### src/rtl/apb_regfile_mc_if.sv
// APB slave-side bus bundle for the multi-channel GCD register file.
interface apb_regfile_mc_if;
    logic [31:0] PADDR;
    logic        PSEL;
    logic        PENABLE;
    logic        PWRITE;
    logic [31:0] PWDATA;
    logic [31:0] PRDATA;
    logic        PREADY;
    logic        PSLVERR;

    modport master (
        output PADDR, PSEL, PENABLE, PWRITE, PWDATA,
        input  PRDATA, PREADY, PSLVERR
    );

    modport slave (
        input  PADDR, PSEL, PENABLE, PWRITE, PWDATA,
        output PRDATA, PREADY, PSLVERR
    );
endinterface

### src/rtl/apb_regfile_mc.sv
// Multi-channel APB register file driving NUM_CH GCD engines: per-channel
// control/command/status, W1C interrupt aggregation and optional wait states.
module apb_regfile_mc #(
    parameter int NUM_CH      = 4,
    parameter int OPCODE_W    = 3,
    parameter int COUNT_W     = 12,
    parameter int WAIT_CYCLES = 0
) (
    input  logic                         CLK,
    input  logic                         RESETn,
    apb_regfile_mc_if.slave              apb,
    output logic [NUM_CH-1:0]            CONSTANT_TIME,
    output logic [NUM_CH-1:0]            START_PULSE,
    output logic [NUM_CH*OPCODE_W-1:0]   OPCODE,
    output logic [NUM_CH*COUNT_W-1:0]    CYCLE_COUNT,
    input  logic [NUM_CH-1:0]            DONE_PULSE,
    output logic                         IRQ
);

    logic [1:0]        wait_cnt;
    logic              setup_ph;
    logic              access_ph;
    logic              ready;
    logic              complete;
    logic              addr_ok;
    logic              glob_space;
    logic              chan_space;
    logic [1:0]        reg_sel;
    logic [3:0]        ch_sel;
    logic [NUM_CH-1:0] ch_hit;
    logic              any_ch;
    logic              sel_busy;
    logic              cmd_start;
    logic              wr_bad;
    logic              access_err;
    logic              wr_ok;
    logic [NUM_CH-1:0] busy;
    logic [NUM_CH-1:0] start_ev;
    logic [NUM_CH-1:0] ctrl_we;
    logic [NUM_CH-1:0] done_ev;
    logic [NUM_CH-1:0] w1c;
    logic [NUM_CH-1:0] irq_status;
    logic [NUM_CH-1:0] irq_enable;
    logic              gctrl;
    logic [7:0]        done_cnt [NUM_CH];
    logic [31:0]       rdata;
    logic              unused_bits;

    assign setup_ph  = apb.PSEL & ~apb.PENABLE;
    assign access_ph = apb.PSEL & apb.PENABLE;
    assign ready     = ~(access_ph && (wait_cnt != 2'd0));
    assign complete  = access_ph & ready;

    assign addr_ok    = (apb.PADDR[31:12] == 20'd0);
    assign glob_space = addr_ok && (apb.PADDR[11:4] == 8'd0);
    assign chan_space = addr_ok && (apb.PADDR[11:8] == 4'h1) && (apb.PADDR[3:2] != 2'd3);
    assign reg_sel    = apb.PADDR[3:2];
    assign ch_sel     = apb.PADDR[7:4];

    assign unused_bits = ^{apb.PADDR[1:0], apb.PWDATA};

    // Channel select: one-hot hit for an implemented channel register
    always_comb begin
        ch_hit = '0;
        for (int n = 0; n < NUM_CH; n++) begin
            ch_hit[n] = chan_space && (ch_sel == 4'(n));
        end
    end

    assign any_ch    = |ch_hit;
    assign sel_busy  = |(ch_hit & busy);
    assign cmd_start = any_ch && (reg_sel == 2'd1) && apb.PWDATA[0];
    assign wr_bad    = (glob_space && (reg_sel == 2'd0))
                     || (any_ch && (reg_sel == 2'd2))
                     || (any_ch && (reg_sel == 2'd0) && sel_busy)
                     || (cmd_start && sel_busy);
    assign access_err = !(glob_space || any_ch) || (apb.PWRITE && wr_bad);
    assign wr_ok      = complete && apb.PWRITE && !access_err;

    assign start_ev = (wr_ok && cmd_start) ? ch_hit : '0;
    assign ctrl_we  = (wr_ok && any_ch && (reg_sel == 2'd0)) ? ch_hit : '0;
    assign done_ev  = DONE_PULSE & busy;
    assign w1c      = (wr_ok && glob_space && (reg_sel == 2'd1)) ? apb.PWDATA[NUM_CH-1:0] : '0;

    // Read multiplexer; only meaningful on a good completing cycle
    always_comb begin
        rdata = 32'd0;
        if (glob_space) begin
            case (reg_sel)
                2'd0:    rdata = {16'h0001, 8'h00, 8'(NUM_CH)};
                2'd1:    rdata[NUM_CH-1:0] = irq_status;
                2'd2:    rdata[NUM_CH-1:0] = irq_enable;
                default: rdata[0] = gctrl;
            endcase
        end
        for (int n = 0; n < NUM_CH; n++) begin
            if (ch_hit[n] && (reg_sel == 2'd0)) begin
                rdata[0]              = CONSTANT_TIME[n];
                rdata[4 +: OPCODE_W]  = OPCODE[n*OPCODE_W +: OPCODE_W];
                rdata[16 +: COUNT_W]  = CYCLE_COUNT[n*COUNT_W +: COUNT_W];
            end else if (ch_hit[n] && (reg_sel == 2'd2)) begin
                rdata[0]    = busy[n];
                rdata[15:8] = done_cnt[n];
            end
        end
    end

    assign apb.PREADY  = ready;
    assign apb.PRDATA  = (complete && !access_err) ? rdata : 32'd0;
    assign apb.PSLVERR = complete && access_err;

    // Wait-state counter: loaded in setup, counts down through the access phase
    always_ff @(posedge CLK or negedge RESETn) begin
        if (!RESETn) begin
            wait_cnt <= 2'd0;
        end else if (setup_ph) begin
            wait_cnt <= 2'(WAIT_CYCLES);
        end else if (access_ph && (wait_cnt != 2'd0)) begin
            wait_cnt <= wait_cnt - 2'd1;
        end
    end

    // Per-channel control fields, writable only while the channel is idle
    always_ff @(posedge CLK or negedge RESETn) begin
        if (!RESETn) begin
            CONSTANT_TIME <= '0;
            OPCODE        <= '0;
            CYCLE_COUNT   <= '0;
        end else begin
            for (int n = 0; n < NUM_CH; n++) begin
                if (ctrl_we[n]) begin
                    CONSTANT_TIME[n]                  <= apb.PWDATA[0];
                    OPCODE[n*OPCODE_W +: OPCODE_W]    <= apb.PWDATA[4 +: OPCODE_W];
                    CYCLE_COUNT[n*COUNT_W +: COUNT_W] <= apb.PWDATA[16 +: COUNT_W];
                end
            end
        end
    end

    // Channel lifecycle: start sets busy and fires one pulse, done clears busy and counts
    always_ff @(posedge CLK or negedge RESETn) begin
        if (!RESETn) begin
            busy        <= '0;
            START_PULSE <= '0;
            for (int n = 0; n < NUM_CH; n++) begin
                done_cnt[n] <= 8'd0;
            end
        end else begin
            busy        <= (busy & ~done_ev) | start_ev;
            START_PULSE <= start_ev;
            for (int n = 0; n < NUM_CH; n++) begin
                if (done_ev[n]) begin
                    done_cnt[n] <= done_cnt[n] + 8'd1;
                end
            end
        end
    end

    // Interrupt state: hardware set beats a same-cycle W1C; IRQ output lags by one cycle
    always_ff @(posedge CLK or negedge RESETn) begin
        if (!RESETn) begin
            irq_status <= '0;
            irq_enable <= '0;
            gctrl      <= 1'b0;
            IRQ        <= 1'b0;
        end else begin
            irq_status <= (irq_status & ~w1c) | done_ev;
            if (wr_ok && glob_space && (reg_sel == 2'd2)) begin
                irq_enable <= apb.PWDATA[NUM_CH-1:0];
            end
            if (wr_ok && glob_space && (reg_sel == 2'd3)) begin
                gctrl <= apb.PWDATA[0];
            end
            IRQ <= gctrl & (|(irq_status & irq_enable));
        end
    end

endmodule
### src/flat_wrapper.sv
// flat-port wrapper written by rule: the top's interface ports become plain ports
module apb_regfile_mc_flat 
#(
    parameter int NUM_CH      = 4,
    parameter int OPCODE_W    = 3,
    parameter int COUNT_W     = 12,
    parameter int WAIT_CYCLES = 0
)
  (CLK, RESETn, CONSTANT_TIME, START_PULSE, OPCODE, CYCLE_COUNT, DONE_PULSE, IRQ, apb_PADDR, apb_PSEL, apb_PENABLE, apb_PWRITE, apb_PWDATA, apb_PRDATA, apb_PREADY, apb_PSLVERR);
  apb_regfile_mc_if apb_i ();
  input  logic CLK;
  input  logic RESETn;
  output logic [NUM_CH-1:0] CONSTANT_TIME;
  output logic [NUM_CH-1:0] START_PULSE;
  output logic [NUM_CH*OPCODE_W-1:0] OPCODE;
  output logic [NUM_CH*COUNT_W-1:0] CYCLE_COUNT;
  input  logic [NUM_CH-1:0] DONE_PULSE;
  output logic IRQ;
  input wire logic [$bits(apb_i.PADDR)-1:0] apb_PADDR;
  input wire logic [$bits(apb_i.PSEL)-1:0] apb_PSEL;
  input wire logic [$bits(apb_i.PENABLE)-1:0] apb_PENABLE;
  input wire logic [$bits(apb_i.PWRITE)-1:0] apb_PWRITE;
  input wire logic [$bits(apb_i.PWDATA)-1:0] apb_PWDATA;
  output wire logic [$bits(apb_i.PRDATA)-1:0] apb_PRDATA;
  output wire logic [$bits(apb_i.PREADY)-1:0] apb_PREADY;
  output wire logic [$bits(apb_i.PSLVERR)-1:0] apb_PSLVERR;
  assign apb_i.PADDR = apb_PADDR;
  assign apb_i.PSEL = apb_PSEL;
  assign apb_i.PENABLE = apb_PENABLE;
  assign apb_i.PWRITE = apb_PWRITE;
  assign apb_i.PWDATA = apb_PWDATA;
  assign apb_PRDATA = apb_i.PRDATA;
  assign apb_PREADY = apb_i.PREADY;
  assign apb_PSLVERR = apb_i.PSLVERR;
  apb_regfile_mc #(.NUM_CH(NUM_CH), .OPCODE_W(OPCODE_W), .COUNT_W(COUNT_W), .WAIT_CYCLES(WAIT_CYCLES)) u_core (.CLK(CLK), .RESETn(RESETn), .apb(apb_i), .CONSTANT_TIME(CONSTANT_TIME), .START_PULSE(START_PULSE), .OPCODE(OPCODE), .CYCLE_COUNT(CYCLE_COUNT), .DONE_PULSE(DONE_PULSE), .IRQ(IRQ));
endmodule
### config.mk
export PLATFORM = sky130hd
export DESIGN_NAME = apb_regfile_mc_flat
export DESIGN_NICKNAME = d
export VERILOG_FILES = /design/src/rtl/apb_regfile_mc_if.sv /design/src/rtl/apb_regfile_mc.sv /design/src/flat_wrapper.sv
export SDC_FILE = /design/constraint.sdc
export NUM_CORES = 1
export LEC_CHECK = 0
export BUFFER_PORTS_ARGS = -buffer_cell sky130_fd_sc_hd__buf_2
export CORE_MARGIN = 2
export CORE_UTILIZATION = 35
export DETAILED_ROUTE_END_ITERATION = 8
export SYNTH_ARGS = -nofsm -noshare
export SYNTH_HDL_FRONTEND = slang
export SYNTH_SLANG_ARGS = --single-unit
export TNS_END_PERCENT = 1
### constraint.sdc
create_clock -name CLK -period 4.1 [get_ports CLK]
set_clock_uncertainty 0.2 [all_clocks]
set_input_delay 0.82 -clock CLK [delete_from_list [all_inputs] [get_ports CLK]]
set_output_delay 0.82 -clock CLK [all_outputs]
set_load 0.01 [all_outputs]
# Word level (Yosys, flattened, before mapping)
# Cells that the tools add are included.
[classes] reduce_logical=51 n_eq_ne=8 addsub=5 n_bitwise=15 muxes=34
[op_table] cell="8-bit two-way mux" n=8
[op_table] cell="12-bit two-way mux" n=4
[op_table] cell="1-bit logical AND" n=35
[op_table] cell="8-bit by 1-bit adder with 8-bit output (second input constant)" n=4
[op_table] cell="28-bit two-way mux" n=1
[op_table] cell="4-bit bitwise AND" n=5
[op_table] cell="20-bit zero test" n=1
[op_table] cell="17-bit two-way mux" n=1
[op_table] cell="13-bit two-way mux" n=1
[op_table] cell="3-bit two-way mux" n=4
[op_table] cell="4-bit two-way mux" n=3
[op_table] cell="4-bit OR reduction" n=3
[op_table] cell="3-bit case mux with 3 select lines" n=1
[op_table] cell="4-bit by 1-bit equality test with 1-bit output (second input constant)" n=2
[op_table] cell="4-bit by 2-bit equality test with 1-bit output (second input constant)" n=2
[op_table] cell="8-bit zero test" n=1
[op_table] cell="1-bit two-way mux" n=8
[op_table] cell="4-bit NOT" n=2
[op_table] cell="4-bit bitwise OR" n=2
[op_table] cell="1-bit logical OR" n=5
[op_table] cell="1-bit bitwise AND" n=4
[op_table] cell="2-bit equality test (second input constant)" n=2
[op_table] cell="4-bit zero test" n=1
[op_table] cell="2-bit two-way mux" n=2
[op_table] cell="8 further kinds" n=11
[totals] elab_cells=136 inputBits=73 register_bits=116

# Longest topological paths before layout
# Gate-level depths: netlist (run 1).
[depth] ltp_word=19 depth_mapped=8 depth_no_buf=6

# Worst setup path before layout (run 1)
# OpenSTA, ideal clock, no wires.
[synth_timing] path_kind="input-to-output" startpoint="input port apb_PADDR[17]" endpoint="output port apb_PRDATA[17]" path_slack_ns=0.211 arrival_ns=2.869 stages=5 path_buffers=1 required_time_ns=3.080 path_cell_list="nor4_1 -> nand3_1 -> or4_1 -> clkbuf_1 -> a2111oi_0"
[synth_via] elab_chain_cells=14 elab_cells_between_ends=36
[synth_rtl] item="start: declaration" line="flat_wrapper.sv:19" source="input wire logic [$bits(apb_i.PADDR)-1:0] apb_PADDR;"
[synth_rtl] item="20-bit zero test (*)" line="apb_regfile_mc.sv:54" source="assign addr_ok = (apb.PADDR[31:12] == 20'd0);"
[synth_rtl] item="1-bit logical AND (2 in a row)" line="apb_regfile_mc.sv:56" source="assign chan_space = addr_ok && (apb.PADDR[11:8] == 4'h1) && (apb.PADDR[3:2] != 2'd3);"
[synth_rtl] item="1-bit logical AND" line="apb_regfile_mc.sv:66" source="ch_hit[n] = chan_space && (ch_sel == 4'(n));"
[synth_rtl] item="4-bit bitwise AND / 4-bit OR reduction (equally long branches)" line="apb_regfile_mc.sv:71, apb_regfile_mc.sv:70"
[synth_rtl] item="4-bit OR reduction, or another cell as far along" line="apb_regfile_mc.sv:71" source="assign sel_busy = |(ch_hit & busy);"
[synth_rtl] item="1-bit logical AND, or another cell as far along" line="apb_regfile_mc.sv:75" source="|| (any_ch && (reg_sel == 2'd0) && sel_busy)"
[synth_rtl] item="1-bit logical OR / 1-bit logical AND (equally long branches)" line="apb_regfile_mc.sv:75, apb_regfile_mc.sv:76"
[synth_rtl] item="1-bit logical OR" line="apb_regfile_mc.sv:76" source="|| (cmd_start && sel_busy);"
[synth_rtl] item="1-bit logical AND" line="apb_regfile_mc.sv:77" source="assign access_err = !(glob_space || any_ch) || (apb.PWRITE && wr_bad);"
[synth_rtl] item="1-bit logical OR" line="apb_regfile_mc.sv:77"
[synth_rtl] item="1-bit zero test" line="apb_regfile_mc.sv:109" source="assign apb.PRDATA = (complete && !access_err) ? rdata : 32'd0;"
[synth_rtl] item="1-bit logical AND" line="apb_regfile_mc.sv:109"
[synth_rtl] item="28-bit two-way mux (*)" line="apb_regfile_mc.sv:109"
[synth_rtl] item="end: declaration" line="flat_wrapper.sv:24" source="output wire logic [$bits(apb_i.PRDATA)-1:0] apb_PRDATA;"
# Mark *: on every way between the ends. The rest lies on a longest branch, timed or not.

# Final worst setup path (run 1)
[layout_timing] startpoint="input port apb_PADDR[4]" endpoint="output port apb_PRDATA[0]"
[layout_via] elab_chain_cells=12 elab_cells_between_ends=47
[layout_rtl] item="8-bit zero test, or another cell as far along" line="apb_regfile_mc.sv:55" source="assign glob_space = addr_ok && (apb.PADDR[11:4] == 8'd0);"
[layout_rtl] item="1-bit logical AND (on tied branches)" line="apb_regfile_mc.sv:55, apb_regfile_mc.sv:66"
[layout_rtl] item="17-bit two-way mux, or another cell as far along" line="apb_regfile_mc.sv:88" source="if (glob_space) begin"
[layout_rtl] item="1-bit two-way mux, or another cell as far along" line="apb_regfile_mc.sv:101" source="end else if (ch_hit[n] && (reg_sel == 2'd2)) begin"
[layout_rtl] item="1-bit two-way mux, or another cell as far along" line="apb_regfile_mc.sv:97" source="if (ch_hit[n] && (reg_sel == 2'd0)) begin"
[layout_rtl] item="1-bit two-way mux, or another cell as far along" line="apb_regfile_mc.sv:101"
[layout_rtl] item="1-bit two-way mux / 1-bit logical OR (equally long branches)" line="apb_regfile_mc.sv:97, apb_regfile_mc.sv:76"
[layout_rtl] item="1-bit two-way mux / 1-bit logical AND (equally long branches)" line="apb_regfile_mc.sv:101, apb_regfile_mc.sv:77"
[layout_rtl] item="1-bit two-way mux / 1-bit logical OR (equally long branches)" line="apb_regfile_mc.sv:97, apb_regfile_mc.sv:77"
[layout_rtl] item="1-bit two-way mux / 1-bit zero test (equally long branches)" line="apb_regfile_mc.sv:101, apb_regfile_mc.sv:109"
[layout_rtl] item="1-bit two-way mux / 1-bit logical AND (equally long branches)" line="apb_regfile_mc.sv:97, apb_regfile_mc.sv:109"
[layout_rtl] item="28-bit two-way mux (*)" line="apb_regfile_mc.sv:109"
# Marked as above.

==> metrics.md, run 1 <==
| Metric | Value |
|---|---|
| Slowest stage cell, crit path | `mux4_2` |
| Worst Max-Slew Pin Slew | `0.9053 ns` |
| Die area | `18,270 sq um` |
| Outcome | `complete, no violations` |
| Largest cells by area after synthesis | `dfrtp_1 48%, mux2_2 16%, mux4_2 4.9%, xnor2_1 2.9%, nand2_1 1.8%` |
| CP Buf/Inv Count | `2` |
| Routed Antenna Nets | `0` |
| Yosys top cell area share | `48.20%` |
| CTS Sinks | `116` |
| Clock buffer depth | `2` |
| Crit path top cell by count | `buf_2` |
| Antenna violations before repair | `0` |
| Synth unique cells | `50` |
| Rel. slew slack | `39.65%` |
| Hold Crit Depth | `1` |
| FF+latch count, synth | `116` |
| FF-to-FF setup slack | `1.02 ns` |
| CP max stage delay | `0.58 ns` |
| Sequential Power Share | `39.2%` |
| WL final | `16,960 um` |
| CTS Buf Count | `17` |
| PnR worst setup slack | `0.1946 ns` |
| Vias in the first global route | `5,163` |
| Final worst-path cycle share | `95.25%` |
| Clock slew at reported path FFs | `0.05 ns` |
| Crit path depth | `6` |
| Chip height | `135.2 um` |
| Placed insts | `878` |
| Maximum vdd drop | `0.2575 mV` |
| IO Pins | `176` |
| ANT cells | `0` |
| Fin nets | `757` |
| Pwr Density | `377.7 nW/um^2` |
| Area Overhead vs Synth | `29.92%` |
| WL per Instance | `18.60 um` |
| Clock network power share | `53.4%` |
| Port Buffer Count | `155` |
| Async set-reset flop share out of synthesis | `100.0%` |
| Gr ovfl total | `0` |
| Crit-path leading delay family | `compound AO/OA/AOI/OAI gates` |
| Fillcell total | `1,556` |
| Worst hold slack | `0.2749 ns` |
| RR Startpoint | `u_core.wait_cnt[0]` |
| Share of cells above drive strength 1 | `46.39%` |
| 1st-pass router iterations | `4` |
| Sw Share | `22.68%` |
| Pint | `2.285 mW` |
| Initial core utilization | `36.06%` |
| Sequential area share after synthesis | `48.20%` |
| Clock Latency Late Sink | `0.42 ns` |
| Total track usage | `19.43%` |
| Setup TNS Final | `0 ns` |
| Die Width | `135.2 um` |
| Largest net degree at the start of global routing | `69` |
| Design area | `7824 sq um` |
| Most common cell in the synthesized netlist | `dfrtp_1` |
| RR Endpoint | `u_core.CYCLE_COUNT[10]` |
| Element type at the critical path start | `primary input` |
| R2r worst-path depth | `7` |
| Core area | `16,700 sq um` |
| Setup CP Type | `in -> out` |
| Pre-CTS setup slack | `0.01507 ns` |
| NetSw | `0.6700 mW` |
| RSZ-0062 raised after global routing | `false` |
| Clock Root Buffer | `clkbuf_16` |
| Fmax | `0.2561 GHz` |
| Post-synth EDFFs | `0` |
| First-pass GRT wire length | `27,440 um` |
| Hold Path Class | `reg -> reg` |
| Via/cell ratio | `5.298` |
| Maxcap violations | `0` |
| GP Congestion | `0.7963` |
| CP Data Arrival Time | `2.89 ns` |
| Non-Filler Instances | `912` |
| Min Clock Period, post-route | `3.905 ns` |
| Detailed-route via count | `4,832` |
| DR iter-0 viols | `241` |
| Combinational power share | `7.4%` |
| Critical path startpoint | `apb_PADDR[4]` |
| CTS tree | `yes` |
| Mapped cell area | `6022 sq um` |
| DRC | `0` |
| Final number of hold-violating endpoints | `0` |
| Critical Path RT | `3.08 ns` |
| HPWL after DPL | `12,030 um` |
| Row count | `47` |
| Critical Path Sink | `apb_PRDATA[0]` |
| Cell Area, Placed | `7162 sq um` |
| CTS Hold Bufs | `0` |
| Synth top cells by count | `116 x dfrtp_1, 83 x mux2_2, 29 x nand2_1` |
| LEAKAGE | `3.881 nW` |
| Final-report max-slew violation count | `0` |
| Mean cell area of the mapped netlist | `11.92 sq um` |
| CTS H-tree depth | `4` |
| Top_reg_cell synth | `dfrtp_1` |
| CP cell instances | `buf_2 -> mux4_2 -> o2111ai_1 -> o211ai_1 -> a2111oi_0 -> buf_2` |
| Post-Synthesis Cells | `505` |
| Max FO, Critical Path | `9` |
| Final setup viols | `0` |
| Synth area leader | `dfrtp_1` |
| Yosys synthesis warning count | `0` |
| Crit end category | `output port` |
-- worst min path at each step --
stage / startpoint / endpoint / slack, ns
after floorplan: u_core.done_cnt[7] / u_core.done_cnt[7] / 0.24
after global placement: u_core.done_cnt[23] / u_core.done_cnt[23] / 0.25
after detailed placement: u_core.done_cnt[31] / u_core.done_cnt[31] / 0.26
after CTS: u_core.done_cnt[31] / u_core.done_cnt[31] / 0.28
after global routing: u_core.done_cnt[7] / u_core.done_cnt[7] / 0.29
final: u_core.done_cnt[31] / u_core.done_cnt[31] / 0.27
-- placed cells by master (no fill, tap or decap), types with 13 or more instances in the layout --
cell,Yosys,layout
xnor2_1,20,20
clkbuf_16,0,17
mux4_2,13,13
nor2_1,17,17
nor4_1,15,13
nand2_1,29,29
mux2_2,83,83
buf_4,8,26
nand3_1,15,15
inv_1,22,22
nor3b_1,14,14
buf_2,2,154
dfrtp_1,116,116
-- state kept, by name, indices dropped and copies added, names as in the netlist --
name	count
u_core.CYCLE_COUNT	48
u_core.done_cnt	32
u_core.OPCODE	12
u_core.CONSTANT_TIME	4
u_core.START_PULSE	4
u_core.busy	4
u_core.irq_enable	4
u_core.irq_status	4
u_core.wait_cnt	2
u_core.IRQ	1
u_core.gctrl	1
-- routing by layer --
| layer | up-vias | part of all wire (%) | GRT usage (%) |
|---|---|---|---|
| li1 | 2231 | - | - |
| met1 | 2395 | 43 | 24.58 |
| met5 | - | 0 | 0 |
| met3 | 34 | 7.1 | 6.996 |
| met4 | 0 | 2.3 | 7.292 |
| met2 | 172 | 47 | 30.68 |
-- what timing repair did --
| action | CTS | global route |
|---|---|---|
| pin swaps | 1 | 0 |
| gates resized for setup | 0 | 3 |
| endpoints found under the setup margin | 1 | 3 |
| setup buffers | 2 | 0 |
-- per-stage QoR --
stage	util, %	power, mW
2_1_floorplan	-	1.290
3_3_place_gp	42.88	1.387
3_5_place_dp	42.88	1.395
4_1_cts	46.76	2.981
5_1_grt	46.85	3.055
6_report	46.85	2.955
-- final cells by class --
cell class	count	area [sq um]	area share, %
timing repair buffer	183	1026	13.11
inverter	22	82.58	1.055
sequential	116	2903	37.10
clock inverter	7	117.6	1.503
tap	220	275.3	3.518
clock buffer	25	515.5	6.589
multi-input combinational	339	2904	37.12
-- worst register-to-register path: stages (launching register included) --
cell     delay (ns)
dfrtp_1        0.39
inv_1          0.08
ha_1           0.25
nand4_1        0.40
or4_4          0.64
nor4_4         0.45
buf_12         0.22
mux2_2         0.35
-- cells by family (layout without fill, tap and decap cells) --
family,after synthesis,in the layout,synth area share [%]
muxes,100,100,21.05
other,1,5,0.06227
AOI/OAI and AO/OA,58,58,6.940
adders and majority gates,5,5,1.039
buffers and inverters,54,237,4.155
DFF,116,116,48.20
and+or+nand+nor,143,143,14.48
xor gates and xnor gates,28,28,4.072
-- power by group through the flow --
stage               Clock [mW]  Sequential, mW  Combinational (mW)
finish                    1.58            1.16               0.217
global route              1.65            1.16               0.243
CTS                       1.60            1.16               0.217
detailed placement           0            1.18               0.215
global placement             0            1.18               0.209
floorplan                    0            1.18               0.112
Note: power is estimated with default switching activity, not from simulation.
==> run 2, diff against run 1 <==
--- a/config.mk
+++ b/config.mk
@@ -9,6 +9,7 @@
 export CORE_MARGIN = 2
 export CORE_UTILIZATION = 35
 export DETAILED_ROUTE_END_ITERATION = 8
+export PLACE_DENSITY = 0.69
 export SYNTH_ARGS = -nofsm -noshare
 export SYNTH_HDL_FRONTEND = slang
 export SYNTH_SLANG_ARGS = --single-unit
==> run 2 against run 1 <==
Clock power is 3% higher. Count of clock-buffer cells in the layout is 4 lower. Register-to-register slack better by 0.08 ns. Die area stayed put. Global-route usage is 0.51 points lower. Fmax is 0.82% lower. Power is 1.5% higher. Setup slack worse by 0.032 ns. Critical endpoint is now apb_PRDATA[9]. Largest cell class is now flip-flops and latches. Highest routed layer unchanged.
==> metrics.md, run 2 (synthesized netlist as in run 1, its figures left out) <==
| Metric | Value |
|---|---|
| Chip height | `135.2 um (unchanged)` |
| PnR worst setup slack | `0.1623 ns (-0.03237 ns)` |
| Max FO, Critical Path | `10 (+1)` |
| Placed insts | `876 (-0.23%)` |
| Fmax | `0.2540 GHz (-0.82%)` |
| Element type at the critical path start | `primary input` |
| Clock buffer depth | `2 (unchanged)` |
| Commonest cells after routing, fill and taps aside | `154 x buf_2, 116 x dfrtp_1, 83 x mux2_2, 29 x nand2_1, 23 x buf_4` |
| Min Clock Period, post-route | `3.938 ns (+0.03237 ns)` |
| Largest register FFs | `48 (unchanged)` |
| Worst hold slack | `0.2560 ns (-0.01890 ns)` |
| First-pass GRT wire length | `26,660 um (-2.8%)` |
| CTS Sinks | `116 (unchanged)` |
| 1st-pass router iterations | `5 (+1)` |
| RSZ-0062 raised after global routing | `false` |
| DR iter-0 viols | `307 (+27%)` |
| Routed Antenna Nets | `0 (unchanged)` |
| CTS H-tree depth | `4 (unchanged)` |
| CTS tree | `yes` |
| Crit end category | `output port` |
| Final worst-path cycle share | `96.04% (+0.79 points)` |
| Worst Max-Slew Pin Slew | `0.8928 ns (-0.01248 ns)` |
| Critical Path RT | `3.08 ns (about the same)` |
| CTS Buf Count | `17 (unchanged)` |
| WL per Instance | `18.15 um (-2.4%)` |
| Largest net degree at the start of global routing | `64 (-7.2%)` |
| Core area | `16,700 sq um (unchanged)` |
| Final setup viols | `0 (unchanged)` |
| Design area | `7785 sq um (-0.50%)` |
| Via/cell ratio | `5.336 (+0.71%)` |
| Share of cells above drive strength 1 | `46.08% (-0.31 points)` |
| Reg with most FFs | `u_core.CYCLE_COUNT` |
| Die area | `18,270 sq um (unchanged)` |
| PostCTS Resize Cnt | `1 (+1)` |
| Post-CTS setup buffers | `0 (-2)` |
| Port Buffer Count | `155 (unchanged)` |
| Largest registers | `u_core.CYCLE_COUNT: 48 flops, u_core.done_cnt: 32 flops, u_core.OPCODE: 12 flops` |
| ANT cells | `0 (unchanged)` |
| LEAKAGE | `3.884 nW (about the same)` |
| Total track usage | `18.92% (-0.51 points)` |
| Maximum vdd drop | `0.3175 mV (+23%)` |
| Fillcell total | `1,545 (-0.71%)` |
| CP Data Arrival Time | `2.92 ns (+0.03 ns)` |
| Outcome | `complete, no violations` |
| Fin nets | `753 (-0.53%)` |
| Clock Latency Late Sink | `0.41 ns (about the same)` |
| Rel. slew slack | `39.64% (about the same)` |
| Antenna violations before repair | `0 (unchanged)` |
| HPWL after DPL | `11,340 um (-5.8%)` |
| FF-to-FF setup slack | `1.10 ns (+0.08 ns)` |
| Commonest non-fill, non-tap cell in the layout | `buf_2` |
| Hold Path Class | `in -> async` |
| Pre-CTS setup slack | `-0.01962 ns (-0.03469 ns)` |
| Cell Area, Placed | `7134 sq um (-0.38%)` |
| Non-Filler Instances | `908 (-0.44%)` |
| Total power | `3.001 mW (+1.5%)` |
| Maxcap violations | `0 (unchanged)` |
| WL final | `16,480 um (-2.9%)` |
| CTS Hold Bufs | `0 (unchanged)` |
| Gr ovfl total | `0 (unchanged)` |
| Detailed-route via count | `4,845 (+0.27%)` |
| GP Congestion | `0.8048 (+1.1%)` |
| Util after Layout | `46.61% (-0.23 points)` |
| Initial core utilization | `36.06% (unchanged)` |
| IO Pins | `176 (unchanged)` |
| Critical path startpoint | `apb_PADDR[13]` |
| Area Overhead vs Synth | `29.27%` |
| Clock slew at reported path FFs | `0.05 ns (about the same)` |
| Setup TNS Final | `0 ns (unchanged)` |
| Pwr Density | `385.4 nW/um^2 (+2.1%)` |
| Setup CP Type | `in -> out` |
| Clock Root Buffer | `clkbuf_16` |
| Die Width | `135.2 um (unchanged)` |
| DRC | `0 (unchanged)` |
| RR Startpoint | `u_core.wait_cnt[0]` |
| Final number of hold-violating endpoints | `0 (unchanged)` |
| Final-report max-slew violation count | `0 (unchanged)` |
| Vias in the first global route | `4,981 (-3.5%)` |
| Row count | `47 (unchanged)` |
run 2: final cells by class:
| type | instances | area, sq um | share of cell area [%] |
|---|---|---|---|
| sequential | 116 | 2903 | 37.29 |
| clock inverter | 11 | 180.2 | 2.314 |
| multi-input combinational | 339 | 2900 | 37.25 |
| tap | 220 | 275.3 | 3.536 |
| clock buffer | 21 | 460.4 | 5.914 |
| inverter | 22 | 82.58 | 1.061 |
| timing repair buffer | 179 | 983.4 | 12.63 |
run 2: path summary, 6_finish.rpt:
kind / to / cells after the start
worst min register to register: u_core.done_cnt[7] / 1
worst min-delay path: u_core.IRQ / 1
worst max register to register: u_core.CYCLE_COUNT[15] / 7
min in group CLK: u_core.done_cnt[7] / 1
worst max-delay path: apb_PRDATA[9] / 7
max in group asynchronous: u_core.CYCLE_COUNT[31] / 2
run 2: worst max-delay path, stage by stage:
cell,delay (ns)
buf_2,0.10
nor4_1,0.37
nand3_1,0.21
buf_12,0.20
or4b_1,0.73
nor3b_1,0.30
buf_2,0.18
run 2: metal layers:
layer  up-vias  wire length [um]  track usage, %
met5         -                 0               0
met4         0               233           5.671
met3        22              1057           5.425
met2       168              8079           31.47
met1      2446              7104           24.05
li1       2209                 -               -
run 2: power breakdown:
part	internal [mW]	switching, mW
combinational	0.0787	0.139
clock	1.10	0.519
sequential	1.15	0.00602
total	2.34	0.665
